## src/rtl/hazard_scoreboard_pkg.sv

```systemverilog
// ============================================================================
// Module   : hazard_scoreboard_pkg
// Brief    : Shared encodings and constants for the hazard scoreboard.
// Revision : 1.0
// ============================================================================
`default_nettype none

package hazard_scoreboard_pkg;

    typedef enum logic [1:0] {
        MDU_OP_NONE = 2'd0,
        MDU_OP_HILO = 2'd1,
        MDU_OP_MUL  = 2'd2,
        MDU_OP_DIV  = 2'd3
    } mdu_op_e;

    localparam logic [2:0] TUSE_NONE = 3'b111;
    localparam logic [2:0] TNEW_ALU  = 3'd1;
    localparam logic [2:0] TNEW_DM   = 3'd2;
    localparam logic [2:0] TNEW_CP0  = 3'd2;
    localparam logic [1:0] EPC_WIN   = 2'd2;

endpackage

`default_nettype wire

```

## src/rtl/hazard_scoreboard_sb_counter.sv

```systemverilog
// ============================================================================
// Module   : sb_counter
// Brief    : Saturating down-counter with synchronous clear and parallel load.
// Revision : 1.0
// ============================================================================
`default_nettype none

module sb_counter #(
    parameter int W = 3
) (
    input  logic         clk,
    input  logic         reset,
    input  logic         clr_i,
    input  logic         ld_i,
    input  logic [W-1:0] ld_val_i,
    output logic [W-1:0] cnt_o
);

    logic [W-1:0] cnt_q;
    logic [W-1:0] cnt_d;

    // Clear beats load beats decrement.
    always_comb begin
        cnt_d = cnt_q;
        if (clr_i) begin
            cnt_d = '0;
        end else if (ld_i) begin
            cnt_d = ld_val_i;
        end else if (cnt_q != '0) begin
            cnt_d = cnt_q - W'(1);
        end
    end

    always_ff @(posedge clk or negedge reset) begin
        if (!reset) begin
            cnt_q <= '0;
        end else begin
            cnt_q <= cnt_d;
        end
    end

    assign cnt_o = cnt_q;

endmodule

`default_nettype wire

```

## src/rtl/hazard_scoreboard.sv

```systemverilog
// ============================================================================
// Module   : hazard_scoreboard
// Brief    : D-stage stall unit built on per-register readiness countdowns,
//            MDU busy timer and EPC write-to-eret window.
//            Optional stall performance counter: HAZARD_SB_PERF_EN.
// Revision : 1.0
// ============================================================================
`default_nettype none

module hazard_scoreboard
    import hazard_scoreboard_pkg::*;
#(
    parameter int NREG       = 32,
    parameter int AW         = 5,
    parameter int TW         = 3,
    parameter int MUL_CYCLES = 5,
    parameter int DIV_CYCLES = 10,
    parameter int CW         = 4
) (
    input  logic          clk,
    input  logic          reset,
    input  logic          flush,
    input  logic [AW-1:0] rs_d,
    input  logic [AW-1:0] rt_d,
    input  logic [TW-1:0] tuse_rs,
    input  logic [TW-1:0] tuse_rt,
    input  logic [AW-1:0] a3_d,
    input  logic [TW-1:0] tnew_d,
    input  logic [1:0]    mdu_op_d,
    input  logic          mtc0_epc_d,
    input  logic          eret_d,
    output logic          pc_en,
    output logic          D_en,
    output logic          E_clr,
    output logic [3:0]    stall_cause,
    output logic [31:0]   stall_cycles
);

    localparam logic [TW-1:0] C_TUSE_NONE = '1;

    logic [TW-1:0] w_sb [NREG];
    logic [CW-1:0] w_mdu_cnt;
    logic [1:0]    w_epc_cnt;
    logic          w_rs_stall;
    logic          w_rt_stall;
    logic          w_mdu_stall;
    logic          w_eret_stall;
    logic          w_stall;
    logic          w_issue;
    logic          w_mdu_ld;
    logic [CW-1:0] w_mdu_ld_val;

    assign w_sb[0] = '0;

    // Entry i holds the cycles remaining until the youngest producer of GPR i forwards.
    for (genvar i = 1; i < NREG; i++) begin : g_sb
        sb_counter #(.W(TW)) u_sb_cnt (
            .clk      (clk),
            .reset    (reset),
            .clr_i    (flush),
            .ld_i     (w_issue && (a3_d == AW'(i))),
            .ld_val_i (tnew_d),
            .cnt_o    (w_sb[i])
        );
    end

    assign w_mdu_ld     = w_issue && ((mdu_op_d == MDU_OP_MUL) || (mdu_op_d == MDU_OP_DIV));
    assign w_mdu_ld_val = (mdu_op_d == MDU_OP_DIV) ? CW'(DIV_CYCLES + 1) : CW'(MUL_CYCLES + 1);

    // A started MDU operation survives a flush, so this timer is never cleared.
    sb_counter #(.W(CW)) u_mdu_cnt (
        .clk      (clk),
        .reset    (reset),
        .clr_i    (1'b0),
        .ld_i     (w_mdu_ld),
        .ld_val_i (w_mdu_ld_val),
        .cnt_o    (w_mdu_cnt)
    );

    sb_counter #(.W(2)) u_epc_cnt (
        .clk      (clk),
        .reset    (reset),
        .clr_i    (flush),
        .ld_i     (w_issue && mtc0_epc_d),
        .ld_val_i (EPC_WIN),
        .cnt_o    (w_epc_cnt)
    );

    assign w_rs_stall   = (rs_d != '0) && (tuse_rs != C_TUSE_NONE) && (w_sb[rs_d] > tuse_rs);
    assign w_rt_stall   = (rt_d != '0) && (tuse_rt != C_TUSE_NONE) && (w_sb[rt_d] > tuse_rt);
    assign w_mdu_stall  = (mdu_op_d != MDU_OP_NONE) && (w_mdu_cnt != '0);
    assign w_eret_stall = eret_d && (w_epc_cnt != '0);

    assign w_stall = (w_rs_stall || w_rt_stall || w_mdu_stall || w_eret_stall) && !flush;
    assign w_issue = !w_stall && !flush;

    assign pc_en       = !w_stall;
    assign D_en        = !w_stall;
    assign E_clr       = w_stall;
    assign stall_cause = {w_eret_stall, w_mdu_stall, w_rt_stall, w_rs_stall};

`ifdef HAZARD_SB_PERF_EN
    logic [31:0] stall_cycles_q;

    always_ff @(posedge clk or negedge reset) begin
        if (!reset) begin
            stall_cycles_q <= '0;
        end else if (w_stall) begin
            stall_cycles_q <= stall_cycles_q + 32'd1;
        end
    end

    assign stall_cycles = stall_cycles_q;
`else
    assign stall_cycles = '0;
`endif

endmodule

`default_nettype wire

```

## config.mk

```make
export PLATFORM = sky130hd
export DESIGN_NAME = hazard_scoreboard
export DESIGN_NICKNAME = d
export VERILOG_FILES = /design/src/rtl/hazard_scoreboard_pkg.sv /design/src/rtl/hazard_scoreboard_sb_counter.sv /design/src/rtl/hazard_scoreboard.sv
export SDC_FILE = /design/constraint.sdc
export NUM_CORES = 1
export LEC_CHECK = 0
export BUFFER_PORTS_ARGS = -buffer_cell sky130_fd_sc_hd__buf_2
export CORE_UTILIZATION = 40
export CTS_CLUSTER_SIZE = 24
export DETAILED_ROUTE_END_ITERATION = 8
export HOLD_SLACK_MARGIN = 0.02
export PLACE_DENSITY = 0.7
export SYNTH_ARGS = -nofsm -noshare
export SYNTH_HDL_FRONTEND = slang
export SYNTH_SLANG_ARGS = --single-unit
export TNS_END_PERCENT = 1
```

## constraint.sdc

```tcl
create_clock -name clk -period 3.3 [get_ports clk]
set_clock_uncertainty 0.1 [all_clocks]
set_input_delay 0.165 -clock clk [delete_from_list [all_inputs] [get_ports clk]]
set_output_delay 0.165 -clock clk [all_outputs]
set_load 0.03 [all_outputs]
```

* After elaboration in Yosys (flattened, before gate mapping)
Cells that the tools add are included.
** Operators by class
- $add $sub $neg :: 33
- Magnitude comparators :: 4
- Equal/unequal tests :: 35
- Mux-type cells :: 105
- Bitwise operators :: 2
- Reduce and logical (&&, ||, !) cells :: 116
** Operators with widths (count)
- $mux W3 :: 97
- $reduce_bool A3 Y1 :: 63
- $sub A3 B1 Y3 const B :: 31
- $eq A5 B5 Y1 const B :: 16
- $logic_and A1 B1 Y1 :: 41
- $eq A5 B4 Y1 const B :: 8
- $bmux W3 S5 :: 2
- $eq A5 B3 Y1 const B :: 4
- $ge A6 B6 Y1 const B :: 2
- $mux W4 :: 3
- $not A5 Y6 :: 2
- $eq A5 B2 Y1 const B :: 2
- $reduce_bool A5 Y1 :: 2
- $gt A3 B3 Y1 :: 2
- $mux W2 :: 3
- $ne A3 B3 Y1 const B :: 2
- $reduce_bool A2 Y1 :: 3
- $eq A5 B1 Y1 const B :: 1
- $eq A2 B2 Y1 const B :: 2
- $logic_or A1 B1 Y1 :: 4
- $reduce_bool A4 Y1 :: 1
- $sub A4 B1 Y4 const B :: 1
- $logic_not A1 Y1 :: 2
- $sub A2 B1 Y2 const B :: 1
** Storage, ports and cells
- Flip-flop bits (word level) :: 99
- Input port bits :: 31
- Output and inout bits :: 39

* Logic depth before layout (Yosys ltp)
Gate-level depths: netlist (run 1).
- Depth in word-level cells :: 15
- Depth in mapped cells :: 16

* Hierarchy
A second synthesis (run 1) with hierarchy kept.
** Unflattened totals
- Cells, all modules :: 966
- Area total of the unflattened synthesis :: 9118.7 sq um
** By module, submodules not included
- sb_counter at g_sb[10].u_sb_cnt ... :: instances 31, cells an instance 20, area each 201.4 sq um, sequential area each 75.1 sq um
- hazard_scoreboard :: instances 1, cells an instance 310, area each 2503.7 sq um, sequential area each 0.0 sq um
- sb_counter at u_mdu_cnt :: instances 1, cells an instance 23, area each 241.5 sq um, sequential area each 100.1 sq um
- sb_counter at u_epc_cnt :: instances 1, cells an instance 13, area each 128.9 sq um, sequential area each 50.0 sq um

* Worst setup path before layout (run 1)
OpenSTA, ideal clock, no wires.
- Path type :: input port to output port
- Start :: input rt_d[0]
- End :: output pc_en
- Data arrival time :: 3.437 ns
- Path slack :: -0.402 ns
- Stages :: 14
- Buffers on the path :: 5
- Path through :: buf_2 > buf_2 > mux4_2 > mux4_2 > mux2_2 > ha_1 > nor2b_1 > o21ai_0 > a221o_1 > buf_2 > buf_4 > and3_1 > or2_1 > buf_4
** Between the ends
- Word-level cells in the longest chain between the ends :: 11
- Elaborated cells between the ends (all ways) :: 13
- Classes of those cells :: order compare (1); mux (3); bitwise (1); reduce/logical (8)
** Ends and longest elaborated chain
- start: declaration :: line hazard_scoreboard.sv:24 : input logic [AW-1:0] rt_d,
- $not A5 Y6 (not written as such) :: line hazard_scoreboard.sv:90 : assign w_rt_stall = (rt_d != '0) && (tuse_rt != C_TUSE_NONE) && (w_sb[rt_d] > tuse_rt);
- $bmux W3 S5 :: line hazard_scoreboard.sv:90
- $mux W3 (not written as such) (2 in series) :: line hazard_scoreboard.sv:90
- $gt A3 B3 Y1 :: line hazard_scoreboard.sv:90
- $logic_and A1 B1 Y1 (*) :: line hazard_scoreboard.sv:90
- $logic_or A1 B1 Y1 (*) (3 in series) :: line hazard_scoreboard.sv:94 : assign w_stall = (w_rs_stall || w_rt_stall || w_mdu_stall || w_eret_stall) && !flush;
- $logic_and A1 B1 Y1 (*) :: line hazard_scoreboard.sv:94
- $logic_not A1 Y1 (*)
- end: declaration :: line hazard_scoreboard.sv:32 : output logic pc_en,
Every way passes the cells marked *; elsewhere a longest branch is shown, timed or not. The select of a mux whose other input is x is not followed.

* Worst setup path after layout (run 1)
- Start :: register g_sb[15].u_sb_cnt.cnt_q[1]
- End :: output D_en
** Between the ends
- Word-level cells in the longest chain between the ends :: 10
- Elaborated cells between the ends (all ways) :: 15
- Classes of those cells :: order compare (2); mux (6); reduce/logical (7)
** Ends and longest elaborated chain
- start: declaration :: line hazard_scoreboard_sb_counter.sv:19 : logic [W-1:0] cnt_q;
- start signal: assignment :: line hazard_scoreboard_sb_counter.sv:38 : cnt_q <= cnt_d;
- $bmux W3 S5 (on tied branches) :: line hazard_scoreboard.sv:89, hazard_scoreboard.sv:90
- $mux W3 (on tied branches) (2 in series) :: line hazard_scoreboard.sv:89, hazard_scoreboard.sv:90
- $gt A3 B3 Y1 (on tied branches) :: line hazard_scoreboard.sv:89, hazard_scoreboard.sv:90
- $logic_and A1 B1 Y1 (on tied branches) :: line hazard_scoreboard.sv:89, hazard_scoreboard.sv:90
- $logic_or A1 B1 Y1 (*) (3 in series) :: line hazard_scoreboard.sv:94
- $logic_and A1 B1 Y1 (*) :: line hazard_scoreboard.sv:94
- $logic_not A1 Y1 (*) :: line hazard_scoreboard.sv:98 : assign D_en = !w_stall;
- end: declaration :: line hazard_scoreboard.sv:33 : output logic D_en,
Marks and branches as above.

==> flow_metrics.py, run 1 <==
metrics = {
    "sta": {
        "min_period_ns": 3.844,
        "hold_viol": 0,
        "rsz0062_at_grt": "yes",
        "hold_ws_ns": 0.1412,
        "fin_ws_ns": -0.5435,
        "final.period_utilization": 1.165,
        "setup_viol": 100,
        "tns_ns": -29.30,
        "worstMarginPinSlew_ns": 0.9823,
        "slew_violations": 0,
        "slew-limit-headroom": 0.3452,
        "fmaxAchievable_mhz": 260.2,
    },
    "routing": {
        "wl_per_cell_microns": 17.84,
        "via_per_inst": 5.526,
        "dr.first_iter.drc_count": 528,
        "drt_wl_total_mm": 23.00,
        "ant_nets": 0,
        "first_pass_iters": 5,
        "route.vias.total": 7123,
        "remaining_drc_errors": 0,
    },
    "min_path": {
        "hold_class": "primary input to flip-flop",
    },
    "floorplan": {
        "initial_core_util": 0.4102,
        "die_h_microns": 149.1,
        "die_w_microns": 149.1,
        "io_pins": 70,
        "fp.coreArea_sq_um": 21090,
        "rows": 53,
        "dieArea_sq_um": 22220,
    },
    "cts": {
        "cts_sinks": 99,
        "cts_tree": "built",
        "clk_path_buf_depth": 2,
        "numCtsBuffers": 9,
        "clk_pin_slew_ns": 0.07,
        "cts_max_level": 3,
        "root_buffer": "clkbuf_16",
        "clkLatencyLatePin_ns": 0.37,
    },
    "outcome": {
        "outcome": "finished with violations",
        "violations": "negative setup slack",
    },
    "yosys": {
        "yosys_warnings": 0,
        "syn-cell-area_sq_um": 8651,
        "synth_top_cell_area_share": 0.2864,
        "synth_cells": 916,
        "yosysUniqueCellTypes": 43,
        "ys_seq_area_frac": 0.2864,
        "synth-seq-cells": 99,
        "avgSynthCellArea_sq_um": 9.444,
        "synth_area_leaders": "dfrtp_1 (29%), mux4_2 (14%), mux2_1 (11%)",
        "synth_top_area_cell": "dfrtp_1",
    },
    "placed_design": {
        "hpwlAfterDp_mm": 16.33,
        "place.gp.congestion": 0.8996,
        "place_area_sq_um": 9547,
        "dpl_worst_slack_ns": -0.4506,
        "dp.cells": 1262,
        "io_buffers": 37,
    },
    "cells_and_area": {
        "final_cells": 1289,
        "final_util": 0.4871,
        "multi_input_area_sq_um": 5585,
        "final_cell_mix": "nor2_1 (189), inv_1 (101), dfrtp_1 (98)",
        "regArea_sq_um": 2479,
        "area_delta_synth_final_pct": 18.73,
        "final_common_cell": "nor2_1",
        "n_fill_cell": 1922,
        "antennaDiodeCount": 0,
        "drive_above_1_share": 0.2574,
        "nets": 1110,
        "design_area_sq_um": 10270,
    },
    "pwr": {
        "swShare": 0.4180,
        "ir_drop_mv": 0.3544,
        "p_comb_frac": 0.637,
        "power_frac_clock": 0.120,
        "p_seq_frac": 0.243,
        "powerDensity_nw_per_um2": 948.9,
        "p_switching_mw": 4.074,
        "internal-power_mw": 5.672,
        "p_leak_nw": 4.901,
        "p_total_mw": 9.746,
    },
    "setup_path": {
        "r2r_start": "g_sb[15].u_sb_cnt.cnt_o[1]",
        "crit_end": "D_en",
        "worstSetupEndpointType": "primary output",
        "reg2reg_slack_ns": -0.40,
        "cp_max_fo": 3,
        "rr_endpoint": "g_sb[20].u_sb_cnt.cnt_o[0]",
        "crit_start": "g_sb[15].u_sb_cnt.cnt_o[1]",
        "startpoint_type": "flip-flop",
        "reg2reg_depth": 12,
        "arrival_ns": 3.58,
        "worstPathRequired_ns": 3.03,
        "worstSetupPathType": "flip-flop to primary output",
    },
    "global_routing": {
        "use_met2": 0.3444,
        "grt_max_degree": 73,
        "met1_usage": 0.2868,
        "grt_pass1_vias": 6849,
        "groute.layer.met3.usage": 0.04098,
        "grt-ovfl-total": 0,
        "grt_pass1_wl_mm": 36.56,
        "top_usage_layer": "met2",
        "grt_use_total": 0.2157,
        "antenna_found_initial": 0,
    },
    "run": {
        "drv_cap": 0,
    },
}
logic make-up (layout without fill, tap and decap cells):
logic type               after synthesis  count (layout)  share of synthesized area
flip-flops                            99              99                     0.2864
AND/OR/NAND/NOR                      280             280                     0.1480
XOR/XNOR                              33              33                    0.03341
multiplexers                         154             154                     0.2689
other                                  1              32                  0.0004335
AO/OA/AOI/OAI                         86              86                    0.05453
buffers and inverters                193             260                     0.1072
adder cells (fa/ha/maj)               70              70                     0.1012
power by group through the flow:
| stage | clock network, mW | registers (mW) | logic (mW) |
|---|---|---|---|
| detailed placement | 0 | 2.36 | 5.59 |
| CTS | 1.19 | 2.35 | 5.92 |
| finish | 1.17 | 2.37 | 6.21 |
| global route | 1.23 | 2.43 | 6.98 |
| floorplan | 0 | 2.18 | 4.15 |
| global placement | 0 | 2.36 | 5.36 |
sequential cells by signal, summed over array words and instances (netlist names):
register             cells
u_epc_cnt.cnt_o          2
g_sb.u_sb_cnt.cnt_o     93
u_mdu_cnt.cnt_o          4
cells in the mapped netlist, drive strengths merged:
library cell and instances:
or3 1, o21ai 5, a221o 2, and3 4
nor4b 1, nor3 7, nor2b 12, nor3b 2
nor2 190, a211oi 2, or2 1, inv 104
mux2i 4, xnor2 1, a22o 3, a31oi 1
nand2 18, dfrtp 99, a21oi 70, clkbuf 23
nand3 8, nand4 33, mux2 97, and2 1
xor2 32, mux4 53, o211ai 1, buf 65
a211o 1, ha 70, a21o 1, conb 1
clkinv 1, nand2b 2
final cells by class:
cell class | count | area share
multi-input combinational | 655 | 0.5438
sequential | 99 | 0.2413
timing repair buffer | 139 | 0.1116
inverter | 105 | 0.03886
tap | 275 | 0.03350
clock buffer | 11 | 0.02266
clock inverter | 5 | 0.008284
layer usage:
layer	routed length, microns	up-vias
li1	-	3264
met1	9879	3531
met2	10920	276
met3	1458	52
met4	743	0
met5	0	-
worst max-delay path, cell delays in order (launching register included):
cell,delay (ns)
dfrtp_1,0.41
mux4_2,0.48
mux4_2,0.51
mux2_4,0.30
ha_4,0.27
nor2b_4,0.14
o21ai_2,0.06
a221o_1,0.36
buf_12,0.16
and3_4,0.15
or2_4,0.23
buf_6,0.14
how the worst min path moves through the flow:
stage                                       endpoint         from  cells past startpoint
after detailed placement  g_sb[10].u_sb_cnt.cnt_o[0]        reset                      1
after CTS                         u_mdu_cnt.cnt_o[0]  mdu_op_d[0]                      4
after global routing              u_mdu_cnt.cnt_o[0]  mdu_op_d[0]                      4
final                             u_mdu_cnt.cnt_o[0]  mdu_op_d[0]                      4
after floorplan           g_sb[10].u_sb_cnt.cnt_o[0]        reset                      0
after global placement    g_sb[10].u_sb_cnt.cnt_o[0]        reset                      1
timing repair:
| action | CTS | global route |
|---|---|---|
| pin swaps | 10 | 23 |
| buffers inserted | 7 | 1 |
| setup endpoints to repair | 101 | 103 |
| hold buffers | 2 | 0 |
| hold endpoints to repair | 72 | 0 |
| resized for setup | 30 | 43 |
| gates cloned | 1 | 0 |
Power figures use the tool's default switching activity.
==> run 2: changes to the inputs <==
CORE_UTILIZATION = 25   (was 40)
PLACE_DENSITY = 0.52   (was 0.7)
==> flow_metrics.py, run 2 (same netlist as run 1, synthesis figures left out) <==
metrics = {
    "global_routing": {
        "antenna_found_initial": 1,
        "grt_pass1_vias": 6760,
        "grt-ovfl-total": 0,
        "grt_max_degree": 60,
        "grt_pass1_wl_mm": 38.34,
        "grt_use_total": 0.1413,
    },
    "floorplan": {
        "rows": 67,
        "die_h_microns": 188.0,
        "io_pins": 70,
        "die_w_microns": 188.0,
        "initial_core_util": 0.2561,
        "dieArea_sq_um": 35350,
        "fp.coreArea_sq_um": 33780,
    },
    "min_path": {
        "hold_depth": 2,
        "hold_class": "primary input to flip-flop",
        "min_delay_worst_endpoint": "u_epc_cnt.cnt_o[0]",
        "min_from": "flush",
    },
    "cts": {
        "clk_pin_slew_ns": 0.07,
        "cts_max_level": 3,
        "cts_tree": "built",
        "clkLatencyLatePin_ns": 0.37,
        "clk_path_buf_depth": 2,
        "cts_sinks": 99,
        "numCtsBuffers": 9,
        "root_buffer": "clkbuf_16",
    },
    "sta": {
        "slew-limit-headroom": 0.3534,
        "worstMarginPinSlew_ns": 0.9678,
        "rsz0062_at_grt": "yes",
        "slew_violations": 0,
        "hold_viol": 0,
        "hold_ws_ns": 0.09696,
        "tns_ns": -32.37,
        "final.period_utilization": 1.171,
        "fin_ws_ns": -0.5659,
        "min_period_ns": 3.866,
        "fmaxAchievable_mhz": 258.7,
        "setup_viol": 104,
    },
    "cells_and_area": {
        "area_delta_synth_final_pct": 22.26,
        "final_util": 0.3131,
        "drive_above_1_share": 0.2652,
        "final_common_cell": "nor2_1",
        "largest_reg_flops": 93,
        "n_fill_cell": 3502,
        "nets": 1133,
        "final_cell_mix": "nor2_1 (189), buf_4 (114), inv_1 (101)",
    },
    "setup_path": {
        "critical_path.max_stage_delay_ns": 0.50,
        "worstSetupEndpointType": "primary output",
        "arrival_ns": 3.60,
        "startpoint_type": "flip-flop",
        "cp_slowest_cell": "mux4_2",
        "worstSetupPathType": "flip-flop to primary output",
        "worstPathRequired_ns": 3.03,
        "cp_common_cell": "mux4_2",
        "crit_chain": "mux4_2 -> mux4_2 -> mux2_4 -> ha_4 -> nor2b_4 -> o21ai_2 -> a221o_1 -> buf_12 -> and3_4 -> or2_4 -> buf_6",
        "reg2reg_depth": 13,
        "path_delay_family": "multiplexers",
        "reg2reg_slack_ns": -0.50,
        "critPathBufInv": 2,
        "rr_endpoint": "g_sb[30].u_sb_cnt.cnt_o[2]",
        "cp_max_fo": 3,
        "r2r_start": "g_sb[14].u_sb_cnt.cnt_o[1]",
    },
    "placed_design": {
        "io_buffers": 37,
        "hpwlAfterDp_mm": 17.88,
        "place.gp.congestion": 0.8418,
    },
    "routing": {
        "route.vias.total": 6772,
        "wl_per_cell_microns": 16.10,
        "first_pass_iters": 4,
        "ant_nets": 0,
        "dr.first_iter.drc_count": 308,
        "via_per_inst": 4.557,
        "drt_wl_total_mm": 23.92,
        "remaining_drc_errors": 0,
    },
    "pwr": {
        "p_leak_nw": 4.969,
        "ir_drop_mv": 0.3427,
        "powerDensity_nw_per_um2": 913.9,
    },
    "run": {
        "drv_cap": 0,
    },
    "outcome": {
        "violations": "negative setup slack",
        "outcome": "finished with violations",
    },
}
[run 2: routing by layer]
layer | part of all wire | vias to the layer above | track usage
li1 | - | 3310 | -
met2 | 0.49 | 120 | 0.2450
met3 | 0.033 | 19 | 0.01722
met4 | 0.015 | 0 | 0.04034
met5 | 0 | - | 0
met1 | 0.46 | 3323 | 0.1831
[run 2: power by group]
| part | internal [mW] | switching (mW) |
|---|---|---|
| combinational | 3.24 | 3.00 |
| clock | 0.614 | 0.504 |
| sequential | 1.78 | 0.532 |
| total | 5.63 | 4.03 |
[run 2: per-stage QoR]
stage                     total power, mW  std cells  area (sq um)  worst slack (ns)
after floorplan                     6.331        947          8802           -0.1509
after global placement              8.039       1459          9978           -0.5536
after detailed placement            8.213       1459          9978           -0.6307
after CTS                           9.652       1483         10510           -0.5843
after global routing                10.64       1485         10570           -0.6482
final                               9.666       1486         10580           -0.5659
[run 2: repair_timing]
| action | 4_1_cts | 5_1_grt |
|---|---|---|
| buffers inserted | 6 | 2 |
| setup endpoints to repair | 104 | 104 |
| endpoints found under the hold margin | 42 | 0 |
| pin swaps | 20 | 7 |
| resized for setup | 34 | 12 |
| hold buffers | 2 | 0 |
[run 2: how the worst max path moves through the flow]
stage                                    start                    endpoint  slack [ns]  cells past startpoint
floorplan           g_sb[31].u_sb_cnt.cnt_o[1]                       pc_en       -0.15                     12
global placement                       rt_d[0]  g_sb[14].u_sb_cnt.cnt_o[2]       -0.55                     11
detailed placement                     rt_d[0]   g_sb[4].u_sb_cnt.cnt_o[1]       -0.63                     11
CTS                 g_sb[14].u_sb_cnt.cnt_o[1]                        D_en       -0.58                     11
global route        g_sb[15].u_sb_cnt.cnt_o[1]                        D_en       -0.65                     11
finish              g_sb[14].u_sb_cnt.cnt_o[1]                        D_en       -0.57                     11
[run 2: cell type report]
cell class | instances | area [sq um] | share of cell area
Tap cell | 448 | 560.5 | 0.05300
Timing Repair Buffer | 162 | 1287 | 0.1217
Multi-Input combinational cell | 655 | 5545 | 0.5243
Sequential cell | 99 | 2477 | 0.2342
Antenna cell | 1 | 2.502 | 0.0002366
Clock inverter | 5 | 61.31 | 0.005797
Clock buffer | 11 | 242.7 | 0.02295
Inverter | 105 | 399.1 | 0.03774
